--- src/rtl/tx_interface_if.sv ---
// Result/UART-TX handshake bundle for tx_interface.
// master drives the result request and tx_done_tick; slave is the formatter.
interface tx_interface_if #(
  parameter int DATA_W = 8
) ();
  logic [DATA_W-1:0] result;
  logic              result_valid;
  logic              tx_done_tick;
  logic [7:0]        tx_data;
  logic              tx_start;
  logic              busy;
  logic              done_tick;

  modport master (
    output result,
    output result_valid,
    output tx_done_tick,
    input  tx_data,
    input  tx_start,
    input  busy,
    input  done_tick
  );

  modport slave (
    input  result,
    input  result_valid,
    input  tx_done_tick,
    output tx_data,
    output tx_start,
    output busy,
    output done_tick
  );
endinterface

--- src/rtl/tx_interface.sv ---
// Latches an ALU result and streams it to UART TX as lowercase ASCII hex.
// Define TX_CRLF_EN to append CR LF after the hex digits.
module tx_interface #(
  parameter int DATA_W = 8
) (
  input  logic       clk,
  input  logic       reset,
  tx_interface_if.slave bus
);

  localparam int NDIG = DATA_W / 4;
`ifdef TX_CRLF_EN
  localparam int LAST = NDIG + 1;
`else
  localparam int LAST = NDIG - 1;
`endif
  localparam int CNT_W = $clog2(LAST + 2);

  typedef enum logic [1:0] {
    S_IDLE,
    S_START,
    S_WAIT,
    S_FINISH
  } state_t;

  state_t            state_q, state_d;
  logic [CNT_W-1:0]  cnt_q, cnt_d;
  logic [DATA_W-1:0] shadow_q, shadow_d;
  logic [3:0]        nib;
  logic [7:0]        ch;

  always_ff @(posedge clk or negedge reset) begin
    if (!reset) begin
      state_q  <= S_IDLE;
      cnt_q    <= '0;
      shadow_q <= '0;
    end else begin
      state_q  <= state_d;
      cnt_q    <= cnt_d;
      shadow_q <= shadow_d;
    end
  end

  // Character for the current digit index, MSB nibble first.
  always_comb begin
    nib = '0;
    for (int i = 0; i < NDIG; i++) begin
      if (cnt_q == CNT_W'(i))
        nib = shadow_q[DATA_W-1-4*i -: 4];
    end
    if (nib < 4'd10)
      ch = 8'h30 + {4'h0, nib};
    else
      ch = 8'h57 + {4'h0, nib};
`ifdef TX_CRLF_EN
    if (cnt_q == CNT_W'(NDIG))
      ch = 8'h0D;
    if (cnt_q == CNT_W'(NDIG + 1))
      ch = 8'h0A;
`endif
  end

  always_comb begin
    state_d  = state_q;
    cnt_d    = cnt_q;
    shadow_d = shadow_q;
    unique case (state_q)
      S_IDLE: begin
        if (bus.result_valid) begin
          shadow_d = bus.result;
          cnt_d    = '0;
          state_d  = S_START;
        end
      end
      S_START: state_d = S_WAIT;
      S_WAIT: begin
        if (bus.tx_done_tick) begin
          if (cnt_q == CNT_W'(LAST)) begin
            state_d = S_FINISH;
          end else begin
            cnt_d   = cnt_q + 1'b1;
            state_d = S_START;
          end
        end
      end
      S_FINISH: state_d = S_IDLE;
      default:  state_d = S_IDLE;
    endcase
  end

  always_comb begin
    bus.tx_start  = (state_q == S_START);
    bus.busy      = (state_q != S_IDLE);
    bus.done_tick = (state_q == S_FINISH);
    bus.tx_data   = '0;
    if (state_q == S_START || state_q == S_WAIT)
      bus.tx_data = ch;
  end

endmodule

--- src/flat_wrapper.sv ---
// flat-port wrapper written by rule: the top's interface ports become plain ports
module tx_interface_flat 
#(
  parameter int DATA_W = 8
)
  (clk, reset, bus_result, bus_result_valid, bus_tx_done_tick, bus_tx_data, bus_tx_start, bus_busy, bus_done_tick);
  tx_interface_if #(.DATA_W(DATA_W)) bus_i ();
  input  logic clk;
  input  logic reset;
  input wire logic [$bits(bus_i.result)-1:0] bus_result;
  input wire logic [$bits(bus_i.result_valid)-1:0] bus_result_valid;
  input wire logic [$bits(bus_i.tx_done_tick)-1:0] bus_tx_done_tick;
  output wire logic [$bits(bus_i.tx_data)-1:0] bus_tx_data;
  output wire logic [$bits(bus_i.tx_start)-1:0] bus_tx_start;
  output wire logic [$bits(bus_i.busy)-1:0] bus_busy;
  output wire logic [$bits(bus_i.done_tick)-1:0] bus_done_tick;
  assign bus_i.result = bus_result;
  assign bus_i.result_valid = bus_result_valid;
  assign bus_i.tx_done_tick = bus_tx_done_tick;
  assign bus_tx_data = bus_i.tx_data;
  assign bus_tx_start = bus_i.tx_start;
  assign bus_busy = bus_i.busy;
  assign bus_done_tick = bus_i.done_tick;
  tx_interface #(.DATA_W(DATA_W)) u_core (.clk(clk), .reset(reset), .bus(bus_i));
endmodule
--- config.mk ---
export PLATFORM = sky130hd
export DESIGN_NAME = tx_interface_flat
export DESIGN_NICKNAME = d
export VERILOG_FILES = /design/src/rtl/tx_interface_if.sv /design/src/rtl/tx_interface.sv /design/src/flat_wrapper.sv
export SDC_FILE = /design/constraint.sdc
export NUM_CORES = 1
export LEC_CHECK = 0
export CORE_MARGIN = 1
export CORE_UTILIZATION = 48
export CTS_CLUSTER_SIZE = 10
export DETAILED_ROUTE_END_ITERATION = 6
export PLACE_DENSITY = 0.89
export SYNTH_ARGS = -nofsm -noshare
export SYNTH_HDL_FRONTEND = slang
export SYNTH_SLANG_ARGS = --single-unit
--- constraint.sdc ---
create_clock -name clk -period 3.6 [get_ports clk]
set_input_delay 0.72 -clock clk [delete_from_list [all_inputs] [get_ports clk]]
set_output_delay 0.72 -clock clk [all_outputs]
set_load 0.02 [all_outputs]
Yosys cells after proc, flatten, opt, wreduce, memory -nomap -nowiden
Index checks and enable logic that the tools add are counted. Widths: inputs -> output; s select.

Logic and storage cells: 34. Output and inout bits: 11. Input bits: 12. Bits in registers: 12.

Reductions and logical operators: 8. $add $sub $neg: 3. Muxes and demuxes: 12. Eq/ne operators: 7. Order comparisons: 1.

Operators by type and width (number): $mux 8 (2); $mux 2 (6); $add 7x4->8 const A (1); $mux 4 (2); $pmux 2 s4 (1); $add 6x4->7 const A (1); $ne 2x2->1 const B (3); $eq 2x1->1 const B (2); $eq 2x2->1 const B (2); $logic_not 2->1 (2); $lt 4x4->1 const B (1); $pmux 2 s2 (1); $reduce_and 2->1 (2); $reduce_and 4->1 (1); $reduce_bool 2->1 (2); $add 2x1->2 const B (1); $logic_or 1x1->1 (1).

Longest topological paths before layout
Depth in word-level cells: 6. Depth in mapped cells: 6. Depth with buffers taken out: 6.

Worst setup path after synthesis
Ideal clock, no wire load.

Kind: reg-to-output. Start point: register u_core.cnt_q[0]. End point: output port bus_tx_data[2]. Arrival time: 1643 ps. Buffers on the path: 0. Setup slack: 1237 ps. Cell stages (with the launch flop): 5. Data required time: 2880 ps. Cells stage by stage: dfrtp_1 ha_1 nor2b_2 a22oi_1 a311oi_1.

Longest elaborated chain between the ends: 6. Elaborated cells on any way between the ends: 9. Classes of those cells: 2 x add/sub; 1 x order compare; 1 x eq/ne; 4 x mux; 1 x reduce/logical.

Ends and longest elaborated chain: start: declaration (line tx_interface.sv:27) `logic [CNT_W-1:0] cnt_q, cnt_d;`; start signal: assignment (line tx_interface.sv:39) `cnt_q <= cnt_d;`; $logic_not 2->1 (line tx_interface.sv:48) `if (cnt_q == CNT_W'(i))`; $mux 4 (line tx_interface.sv:48); $mux 4 * (line tx_interface.sv:48); $add 7x4->8, or another cell as far along (line tx_interface.sv:54) `ch = 8'h57 + {4'h0, nib};`; $mux 8 * (line tx_interface.sv:51) `if (nib < 4'd10)`; $mux 8 * (line tx_interface.sv:96) `if (state_q == S_START || state_q == S_WAIT)`; end: declaration (line flat_wrapper.sv:13) `output wire logic [$bits(bus_i.tx_data)-1:0] bus_tx_data;`.

Mark *: on every way between the ends. The rest lies on a longest branch, timed or not.

Worst setup path in the final report
Start point: register u_core.cnt_q[1]. End point: output port bus_tx_data[1].

The elaborated chain is that of the path after synthesis.

==> flow_summary.yaml <==
run_status:
  status: "completed"
sta:
  fmax_ghz: 0.3184
  finalSetupTns_ps: 0
  worstMarginPinSlew_ps: 551.1
  hold_slack_ps: 527.8
  setup_viol: 0
  fin_crit_ps: 3141
  rsz0062_at_grt: "no"
  slew_headroom_pct: 63.14
  slew_violations: 0
  hold_viol: 0
  fin_worst_skew_ps: 4.989
  post-route-period-util_pct: 87.24
cts:
  cts_buffers: 3
  cts_max_level: 1
  clockRootBuffer: "clkbuf_4"
  clk_latency_ps: 270
  clockBufferDepth: 2
  cts_tree: "built"
  hold_buffers: 0
  cts_resized: 0
  worst_setup_hold_path_clk_slew_ps: 80
  cts_setup_buffers: 0
  cts.sinks: 12
drt:
  dr_total_vias: 641
  viasPerCell: 5.673
  drc: 0
  wl_per_cell_um: 13.24
  ant_nets: 0
  wl_mm: 1.496
  drtIter0Drc: 13
  drt_first_pass_iters: 4
worst_setup_path:
  cp_max_fo: 8
  critPathKind: "reg -> out"
  crit_slowest_cell: "clkdlybuf4s50_1"
  cp.arrival_ps: 2420
  crit_required_ps: 2880
  max_stage_delay_ps: 620
  crit_chain: "inv_1 > ha_1 > nor2b_2 > a22oi_1 > nand4_1 > a21oi_1 > clkdlybuf4s50_1"
  worst_setup_path_start_kind: "flip-flop"
  endpoint_kind: "output pin"
worst_hold_path:
  hold_class: "reg -> reg"
synthesis:
  yosys.area.top_type: "dfrtp_1"
  netlist_area_um2: 747.0
  ys_seq_elements: 12
  synth_cell_types: 28
  ys_top_cells_by_count: "dfrtp_1, inv_1, mux2_2"
  yosys-top-cells-area: "dfrtp_1, mux2_2, ha_1, a21oi_1, inv_1"
  avgSynthCellArea_um2: 9.960
  yosysSeqAreaShare_pct: 40.20
  ys_warn_count: 0
  netlist.area_leader.share_pct: 40.20
  synth_ff_type: "dfrtp_1"
  synth.most_common_cell: "dfrtp_1"
  synth_cells: 75
  synthArstFlopShare_pct: 100.0
  synth_enable_flop_cells: 0
  synth_nets: 94
grt:
  grt_max_degree: 13
  grt_pass1_vias: 594
  grt_overflow: 0
  grt_pass1_wl_mm: 2.711
  grt_usage_pct: 20.15
  grt_antenna_before_repair: 0
cells_and_area:
  drive_gt1_share_pct: 15.31
  diodes: 0
  fin_nets: 118
  stdcell_count: 113
  syn2layout_area_growth_pct: 34.00
  post-route-util_pct: 73.26
die:
  die_x_um: 41.45
  core_area_um2: 1366
  die_y_um: 41.45
  initial_core_util_pct: 54.67
  io_pins: 23
  rows: 13
  die_area_um2: 1718
flow_run:
  maxCapViolCount: 0
power:
  seqPwrFrac_pct: 24.1
  p_switching_uw: 449.9
  cellInternalPower_uw: 587.9
  p_clk_share_pct: 10.3
  p_sw_share_pct: 43.35
  irDropWorstVdd_v: 0.0006108
  p_leak_uw: 0.0004485
  powerDensity_nw_per_um2: 1037
  comb_power_share_pct: 65.6
place:
  dp_hpwl_mm: 1.209
  io_buffers: 21
  placed_cells_incl_taps: 109
  gp_congestion: 0.7794
## cells in the final DEF (no fill, tap or decap), types with 2 or more instances in the layout
cell type | netlist | final
inv_1 | 8 | 8
clkdlybuf4s50_1 | 0 | 21
a21o_1 | 2 | 2
clkbuf_4 | 0 | 3
nand2_1 | 3 | 3
a21oi_1 | 6 | 6
nor2_1 | 4 | 4
ha_1 | 7 | 7
o21ai_0 | 4 | 4
dfrtp_1 | 12 | 12
mux2_2 | 8 | 8
a22oi_1 | 3 | 3
## per-stage QoR
step                      power, uW  instance area, um^2  setup WS, ps
final                          1038                 1001         459.4
after floorplan               692.4                747.0          1237
after CTS                      1044                 1001         455.0
after global routing           1119                 1001         272.5
after detailed placement      933.9                964.7         771.5
after global placement        905.2                964.7         855.7
## per-layer routing
layer / vias up / part of all wire [%] / track usage, %
met2: 20 / 51 / 34.06
met4: 0 / 1.5 / 7.742
met3: 4 / 3.0 / 3.913
li1: 312 / - / -
met5: - / 0 / 0
met1: 305 / 44 / 25.21
## power groups by stage
stage,logic [uW],registers (uW),clock network (uW)
floorplan,458,235,0
global placement,657,248,0
detailed placement,682,252,0
CTS,684,248,112
global route,743,258,118
finish,680,250,107
## kinds of logic after synthesis
kind of cell               Yosys count  synth area share [%]
AOI/OAI and AO/OA                   23                 20.60
and+or+nand+nor                     14                 9.381
muxes                                8                 12.06
adders and majority gates            7                 11.72
other                                1                0.5020
buffers and inverters               10                 5.528
DFF                                 12                 40.20
## layout make-up
| type | instances | area, um^2 |
|---|---|---|
| sequential | 12 | 300.3 |
| clock buffer | 4 | 36.28 |
| fill | 104 | 365.4 |
| tap | 15 | 18.77 |
| multi-input combinational | 53 | 405.4 |
| timing repair buffer | 21 | 210.2 |
| inverter | 8 | 30.03 |
## state kept, by name (all words and copies together), names as in the netlist
signal	flops
u_core.cnt_q	2
u_core.shadow_q	8
u_core.state_q	2
## worst max-delay path, delay by kind of cell (launching register included)
kind	cells	cell delay (ps)
buf+inv	2	720
fa+ha+maj	1	310
simple gates	2	240
flops	1	380
compound gates	2	500
## worst paths after layout
path                                    start                  to  slack [ps]  cells past startpoint
max                           u_core.cnt_q[1]      bus_tx_data[1]         460                      7
min                        u_core.shadow_q[0]  u_core.shadow_q[0]         530                      1
max reg2reg                 u_core.state_q[1]   u_core.state_q[1]        1980                      5
min reg2reg                u_core.shadow_q[0]  u_core.shadow_q[0]         530                      1
max in group asynchronous               reset  u_core.shadow_q[2]        2430                      1
min in group asynchronous               reset     u_core.cnt_q[0]         800                      1
Note: power is estimated with default switching activity, not from simulation.
